<file path="config.mk">
export PLATFORM = sky130hd
export DESIGN_NAME = bk_i2s_dac
export DESIGN_NICKNAME = d
export VERILOG_FILES = /design/src/rtl/bk_i2s_dac.sv
export SDC_FILE = /design/constraint.sdc
export NUM_CORES = 1
export LEC_CHECK = 0
export CAP_MARGIN = 20
export CORE_MARGIN = 8
export CORE_UTILIZATION = 52
export CTS_CLUSTER_DIAMETER = 100
export DETAILED_ROUTE_END_ITERATION = 10
export PLACE_DENSITY = 0.75
export SYNTH_ARGS = -nofsm -noshare
export SYNTH_HDL_FRONTEND = slang
export SYNTH_SLANG_ARGS = --single-unit
export TNS_END_PERCENT = 1
</file>
<file path="constraint.sdc">
create_clock -name clk18 -period 2.3 [get_ports clk18]
set_input_delay 0.23 -clock clk18 [delete_from_list [all_inputs] [get_ports clk18]]
set_output_delay 0.23 -clock clk18 [all_outputs]
set_load 0.03 [all_outputs]
</file>
<file path="src/rtl/bk_i2s_dac.sv">
// bk_i2s_dac: mixes beeper/tape pulses and PCM into a 16-bit sample, streams it as I2S master
// to the codec, and slices the left ADC channel with hysteresis into tapein.
module bk_i2s_dac #(
  parameter logic [15:0] HYST   = 16'h0400,
  parameter logic [15:0] OFFSET = 16'h2800
) (
  input  logic       clk18,
  input  logic       reset_in,
  input  logic [3:0] pulses,
  input  logic [7:0] pcm,
  input  logic       iAUD_ADCDAT,
  output logic       oAUD_BCK,
  output logic       oAUD_LRCK,
  output logic       oAUD_ADCLRCK,
  output logic       oAUD_DATA,
  output logic       tapein
);
  logic [3:0]  r_pul1, r_pul2;
  logic [7:0]  r_pcm1, r_pcm2;
  logic        r_adc1, r_adc2;
  logic [2:0]  r_div;
  logic [5:0]  r_bit;
  logic [15:0] r_sample, r_adc_sr;
  logic        r_bck, r_lrck, r_data, r_tapein;
  logic        w_fall, w_rise, w_cap, w_eval, w_data_n;
  logic [5:0]  w_bit_n;
  logic [4:0]  w_idx;
  logic [2:0]  w_cnt;
  logic [15:0] w_u, w_mix, w_neg_hyst;
  assign w_fall     = r_div == 3'd5;
  assign w_rise     = r_div == 3'd2;
  assign w_bit_n    = r_bit + 6'd1;
  assign w_idx      = 5'd16 - w_bit_n[4:0];
  assign w_data_n   = (w_bit_n[4:0] != 5'd0 && w_bit_n[4:0] <= 5'd16) ? r_sample[w_idx[3:0]] : 1'b0;
  assign w_cap      = !r_bit[5] && r_bit[4:0] >= 5'd1 && r_bit[4:0] <= 5'd16;
  // tapein is decided one clock after the slot-16 rising edge, once the full word sits in adc_sr
  assign w_eval     = r_div == 3'd3 && !r_bit[5] && r_bit[4:0] == 5'd16;
  assign w_cnt      = 3'(r_pul2[0]) + 3'(r_pul2[1]) + 3'(r_pul2[2]) + 3'(r_pul2[3]);
  assign w_u        = {1'b0, w_cnt, 12'h000} + {4'h0, r_pcm2, 4'h0};
  assign w_mix      = w_u - OFFSET;
  assign w_neg_hyst = 16'h0000 - HYST;
  always_ff @(posedge clk18 or posedge reset_in) begin
    if (reset_in) begin
      r_pul1   <= '0;
      r_pul2   <= '0;
      r_pcm1   <= '0;
      r_pcm2   <= '0;
      r_adc1   <= 1'b0;
      r_adc2   <= 1'b0;
      r_div    <= '0;
      r_bit    <= 6'd63;
      r_sample <= '0;
      r_adc_sr <= '0;
      r_bck    <= 1'b0;
      r_lrck   <= 1'b0;
      r_data   <= 1'b0;
      r_tapein <= 1'b0;
    end else begin
      r_pul1 <= pulses;
      r_pul2 <= r_pul1;
      r_pcm1 <= pcm;
      r_pcm2 <= r_pcm1;
      r_adc1 <= iAUD_ADCDAT;
      r_adc2 <= r_adc1;
      r_div  <= w_fall ? 3'd0 : r_div + 3'd1;
      r_bck  <= w_rise ? 1'b1 : w_fall ? 1'b0 : r_bck;
      if (w_fall) begin
        r_bit  <= w_bit_n;
        r_lrck <= w_bit_n[5];
        r_data <= w_data_n;
        if (w_bit_n == 6'd0) r_sample <= w_mix;
      end
      if (w_rise && w_cap) r_adc_sr <= {r_adc_sr[14:0], r_adc2};
      if (w_eval) r_tapein <= $signed(r_adc_sr) > $signed(HYST) ? 1'b1 :
                              $signed(r_adc_sr) < $signed(w_neg_hyst) ? 1'b0 : r_tapein;
    end
  end
  assign oAUD_BCK     = r_bck;
  assign oAUD_LRCK    = r_lrck;
  assign oAUD_ADCLRCK = r_lrck;
  assign oAUD_DATA    = r_data;
  assign tapein       = r_tapein;
endmodule

</file>
==> flow_metrics.py, run 1 <==
metrics = {
    "critical_path": {
        "reg2reg_slack_ps": 60,
        "crit_end": "r_sample[13]",
        "worstPathMaxFanout": 2,
        "critical_path_arrival_ps": 2450,
        "reg2reg_depth": 7,
        "timing.rr.start": "r_pul2[0]",
        "critPathKind": "register to register",
        "worstPathRequired_ps": 2520,
        "r2r-end": "r_sample[13]",
        "start_kind": "register",
        "startpoint": "r_pul2[0]",
        "endpoint_kind": "register",
    },
    "timing": {
        "fmax_mhz": 447,
        "tns_ps": 0,
        "setup_viol": 0,
        "slew_headroom_pct": 64.7,
        "fin_crit_ps": 2240,
        "finalCritPeriodShare_pct": 97.3,
        "skew_ps": 8.66,
        "final-max-slew-violation-count": 0,
        "fin_ws_ps": 62.7,
        "tightest_slew_ps": 528,
        "hold_viol": 0,
        "grt_setup_unrepaired": "true",
    },
    "yosys": {
        "ys_types": 43,
        "syn_avg_cell_area_um2": 14.4,
        "synth-main-ff-cell": "dfrtp_1",
        "synth-edff-count": 0,
        "synth-seq-cells": 67,
        "synth_top_area_cell": "dfrtp_1",
        "synth_area_leaders": "dfrtp_1 55%, mux2_2 8.6%, dfstp_2 5.7%, mux2_4 3.3%, ha_1 3.2%",
        "syn_inst": 192,
        "synth_warnings": 0,
        "syn-num-nets": 216,
        "syn_area_mm2": 0.00276,
        "yosysTopAreaCellShare_pct": 55.3,
        "synthArstFlopShare_pct": 100,
        "synth-seq-area-share_pct": 61.0,
    },
    "detailed_routing": {
        "vias_per_cell": 5.10,
        "wl_um": 3830,
        "ant_nets": 0,
        "via_count": 1500,
        "wl_per_cell_um": 13.0,
        "drc_errors": 0,
        "drtIter0Drc": 46,
        "drtPass1Iterations": 4,
    },
    "cts": {
        "htreeDepth": 3,
        "clkTransAtPathRegs_ps": 70,
        "clk_latency_ps": 330,
        "cts_tree": "built",
        "clock_path_buffers": 2,
        "clock-sinks": 67,
        "root_buffer": "clkbuf_8",
        "cts_setup_buffers": 0,
        "numCtsBuffers": 9,
    },
    "power_and_ir_drop": {
        "switching_share_pct": 20.8,
        "power_frac_comb_pct": 3.7,
        "p_int_mw": 1.81,
        "power_mw": 2.29,
        "ir_drop_mv": 0.757,
        "netSwitchingPower_mw": 0.478,
        "p_leak_nw": 1.46,
        "power_frac_clock_pct": 43.1,
        "seq_power_share_pct": 53.2,
        "powerDensity_mw_per_mm2": 705,
    },
    "cells_and_area": {
        "syn2layout_area_growth_pct": 17.8,
        "antennaDiodeCount": 0,
        "fin_util_pct": 63.7,
        "num-fill-cells": 392,
        "stdcell_area_mm2": 0.00325,
        "final_cell_mix": "61 x dfrtp_1, 21 x mux2_2, 19 x clkdlybuf4s50_1, 11 x clkbuf_8",
        "final_common_cell": "dfrtp_1",
        "layout-drive-gt1-share_pct": 29.9,
        "nNetsFinal": 243,
    },
    "status": {
        "status": "finished clean",
    },
    "place": {
        "dp_hpwl_um": 2660,
        "dpl_cell_area_mm2": 0.00303,
        "dp_slack_ps": 23.6,
        "io_buffers": 19,
        "place.gp.congestion": 0.753,
    },
    "job": {
        "max_cap_viol_count": 0,
    },
    "die": {
        "row_count": 26,
        "die_y_um": 88.9,
        "coreArea_mm2": 0.00511,
        "pin_count": 20,
        "die_w_um": 88.9,
        "dieArea_mm2": 0.00790,
        "initial_utilization_pct": 54.0,
    },
    "global_routing": {
        "grtUsageTotal_pct": 11.6,
        "grt_pass1_wl_um": 6780,
        "antenna_found_initial": 0,
        "grt-ovfl-total": 0,
        "grt_pass1_vias": 1516,
        "grt_max_degree": 44,
    },
    "hold_path": {
        "hp-class": "input port to async pin",
    },
}
==> timing repair <==
| action | CTS | global route |
|---|---|---|
| hold buffers | 0 | 0 |
| endpoints found under the setup margin | 0 | 2 |
| resized for setup | 0 | 2 |
==> critical path, cell delays in order, from the launching register on <==
cell and delay (ps):
dfrtp_1 390, fa_1 490, ha_1 310, inv_1 40, ha_1 170, inv_1 70, fa_1 400, mux2_2 270
==> Yosys cell counts, types with 2 or more instances <==
cell type  instances
nand2_1            7
xnor2_1            4
mux2_4             6
clkbuf_1           2
nor3_1             2
buf_2              3
ha_1               7
inv_1              7
mux2i_1            2
xor2_1             4
nand4_1            2
dfrtp_1           61
buf_6              2
fa_1               2
o21ai_0            6
mux4_2             3
nor2_1             9
or4_1              2
a21oi_1            9
nor4_1             2
nor2b_1            3
mux2_2            21
dfstp_2            6
==> per-stage QoR <==
step                std cells  hold WS, ps
global route              294          291
floorplan                 192          261
global placement          278          332
finish                    294          255
CTS                       294          260
detailed placement        278          335
==> layer usage <==
layer | global-route usage (%) | routed length (um) | up-vias
met4 | 6.45 | 48 | 0
met5 | 0 | 0 | -
li1 | - | - | 722
met2 | 17.1 | 1710 | 25
met1 | 14.2 | 1920 | 749
met3 | 4.64 | 151 | 4
==> cell type report <==
class / instances / area [um2] / share of cell area (%)
tap: 70 / 87.6 / 2.69
multi-input combinational: 108 / 991 / 30.5
sequential: 67 / 1680 / 51.8
clock inverter: 5 / 60.1 / 1.85
inverter: 8 / 30.0 / 0.923
clock buffer: 11 / 151 / 4.66
timing repair buffer: 25 / 248 / 7.62
==> power groups by stage <==
| stage | Combinational [mW] | Clock, mW | Sequential (mW) |
|---|---|---|---|
| floorplan | 0.0465 | 0 | 1.24 |
| global placement | 0.0845 | 0 | 1.24 |
| detailed placement | 0.0873 | 0 | 1.24 |
| CTS | 0.0882 | 1.01 | 1.22 |
| global route | 0.0994 | 1.07 | 1.22 |
| finish | 0.0844 | 0.988 | 1.22 |
==> state kept, by name, indices dropped and copies added (netlist names), 3 cells and up <==
signal	flops
r_adc_sr	16
r_sample	12
r_pcm1	8
r_pcm2	8
r_bit	6
r_pul1	4
r_pul2	4
r_div	3
==> worst min path at each step <==
stage                            from   endpoint  cells past startpoint
after detailed placement    r_pcm1[2]  r_pcm2[2]                      0
after floorplan           iAUD_ADCDAT     r_adc1                      0
after CTS                    reset_in     r_adc2                      2
after global routing         reset_in     r_adc1                      2
after global placement      r_pcm1[7]  r_pcm2[7]                      0
final                        reset_in     r_adc2                      2
==> cell families (layout without fill, tap and decap cells) <==
| kind of cell | after synthesis | after routing | share of synthesized area [%] |
|---|---|---|---|
| flops | 67 | 67 | 61.0 |
| xor+xnor | 8 | 8 | 2.54 |
| simple gates | 36 | 36 | 7.80 |
| fa+ha+maj | 9 | 9 | 4.62 |
| mux | 32 | 32 | 15.0 |
| buf+inv | 17 | 49 | 3.54 |
| compound gates | 23 | 23 | 5.49 |
Power figures use the tool's default switching activity.
==> inputs of run 2 (changes only) <==
--- a/config.mk
+++ b/config.mk
@@ -6,11 +6,15 @@
 export NUM_CORES = 1
 export LEC_CHECK = 0
 export CAP_MARGIN = 20
+export CELL_PAD_IN_SITES_DETAIL_PLACEMENT = 0
+export CELL_PAD_IN_SITES_GLOBAL_PLACEMENT = 2
 export CORE_MARGIN = 8
-export CORE_UTILIZATION = 52
+export CORE_UTILIZATION = 37
 export CTS_CLUSTER_DIAMETER = 100
 export DETAILED_ROUTE_END_ITERATION = 10
-export PLACE_DENSITY = 0.75
+export PLACE_DENSITY_LB_ADDON = 0.1
+export SKIP_LAST_GASP = 1
+export SLEW_MARGIN = 15
 export SYNTH_ARGS = -nofsm -noshare
 export SYNTH_HDL_FRONTEND = slang
 export SYNTH_SLANG_ARGS = --single-unit
==> run 2 against run 1 <==
Core utilization shrank 18 points. Maximum frequency increased by 0.65%. Critical endpoint unchanged. Non-clock buffer count rose by 5. First-iteration DRC count down 20%. Critical path depth unchanged. Clock power is 7% higher. Sequential power is essentially flat.
==> flow_metrics.py, run 2 (synthesized netlist as in run 1, its figures left out) <==
metrics = {
    "critical_path": {
        "critical_path_arrival_ps": 2440,
        "critPathKind": "register to register",
        "worstPathRequired_ps": 2510,
        "endpoint_kind": "register",
        "worstPathMaxFanout": 2,
        "start_kind": "register",
    },
    "cells_and_area": {
        "num-fill-cells": 673,
        "fin_util_pct": 45.8,
        "layout-drive-gt1-share_pct": 30.6,
        "nNetsFinal": 248,
        "seq_area_mm2": 0.00168,
        "final_cell_mix": "61 x dfrtp_1, 21 x mux2_2, 19 x clkdlybuf4s50_1, 10 x clkbuf_8, 10 x buf_4",
        "largestRegisters": "r_adc_sr (16), r_sample (12)",
        "final_common_cell": "dfrtp_1",
        "antennaDiodeCount": 0,
        "multiInputGateArea_um2": 981,
        "stdcell_area_mm2": 0.00332,
        "stdcell_count": 328,
        "largest_reg_flops": 16,
        "regMostFlops": "r_adc_sr",
        "syn2layout_area_growth_pct": 20.4,
    },
    "timing": {
        "worst_hold_slack_ps": 251,
        "finalCritPeriodShare_pct": 96.6,
        "fin_ws_ps": 77.1,
        "slew_headroom_pct": 66.4,
        "setup_viol": 0,
        "hold_viol": 0,
        "fmax_mhz": 450,
        "skew_ps": 13.4,
        "fin_crit_ps": 2220,
        "tns_ps": 0,
        "final-max-slew-violation-count": 0,
        "grt_setup_unrepaired": "true",
        "tightest_slew_ps": 503,
    },
    "detailed_routing": {
        "drtIter0Drc": 37,
        "via_count": 1558,
        "wl_per_cell_um": 13.6,
        "drc_errors": 0,
        "drtPass1Iterations": 4,
        "vias_per_cell": 4.75,
        "wl_um": 4450,
        "ant_nets": 0,
    },
    "die": {
        "dieArea_mm2": 0.0105,
        "die_w_um": 102,
        "row_count": 31,
        "die_y_um": 102,
        "pin_count": 20,
        "coreArea_mm2": 0.00725,
        "initial_utilization_pct": 38.1,
    },
    "global_routing": {
        "grt_max_degree": 25,
        "antenna_found_initial": 0,
        "grt-ovfl-total": 0,
        "grt_pass1_wl_um": 7940,
        "grt_pass1_vias": 1705,
        "grtUsageTotal_pct": 9.91,
    },
    "place": {
        "dpl_cell_area_mm2": 0.00310,
        "dp_hpwl_um": 3220,
        "io_buffers": 19,
        "place.gp.congestion": 0.769,
        "dp_slack_ps": 53.2,
        "dp_cells": 312,
    },
    "cts": {
        "clk_latency_ps": 330,
        "numCtsBuffers": 9,
        "htreeDepth": 3,
        "clock_path_buffers": 2,
        "clkTransAtPathRegs_ps": 80,
        "cts_tree": "built",
        "clock-sinks": 67,
        "root_buffer": "clkbuf_8",
        "ctsHoldBuffers": 0,
    },
    "power_and_ir_drop": {
        "power_mw": 2.37,
        "ir_drop_mv": 0.426,
        "powerDensity_mw_per_mm2": 713,
        "p_leak_nw": 1.48,
    },
    "status": {
        "status": "finished clean",
    },
    "job": {
        "max_cap_viol_count": 0,
    },
    "hold_path": {
        "hp-class": "input port to async pin",
    },
}
-- run 2: layout make-up --
type                            instances  area share (%)
Clock buffer                           12            4.37
Tap cell                               99            3.73
Inverter                                8           0.904
Sequential cell                        67            50.7
Timing Repair Buffer                   30            8.58
Clock inverter                          4            2.22
Multi-Input combinational cell        108            29.5
-- run 2: critical path: stages (launching register included) --
cell and delay, ps:
dfrtp_1 390, fa_1 480, ha_1 300, inv_1 50
ha_1 170, inv_1 60, fa_1 400, mux2_2 270
-- run 2: final timing paths --
kind | end | slack [ps] | cells after the start | start
max | r_sample[13] | 80 | 7 | r_pul2[0]
min | r_adc_sr[14] | 250 | 2 | reset_in
max reg2reg | r_sample[13] | 80 | 7 | r_pul2[0]
min reg2reg | r_pcm2[1] | 350 | 0 | r_pcm1[1]
max in group asynchronous | r_bit[4] | 1360 | 3 | reset_in
min in group clk18 | r_pul1[3] | 340 | 1 | pulses[3]
-- run 2: where the power goes --
group / total [mW] / leakage (nW) / switching (mW) / internal, mW
combinational: 0.0890 / 0.537 / 0.0436 / 0.0455
sequential: 1.22 / 0.834 / 0.0115 / 1.21
clock: 1.06 / 0.111 / 0.419 / 0.641
total: 2.37 / 1.48 / 0.474 / 1.89
-- run 2: what timing repair did --
action,CTS,global route
buffers inserted,0,0
endpoints found under the setup margin,0,2
gates resized for setup,0,1
-- run 2: layer usage --
layer	vias to the layer above	share of wire, %	global-route usage, %	routed length [um]
met3	5	4.1	3.00	183
met1	789	47	11.9	2100
li1	740	-	-	-
met5	-	0	0	0
met2	24	47	15.4	2100
met4	0	1.4	5.76	63
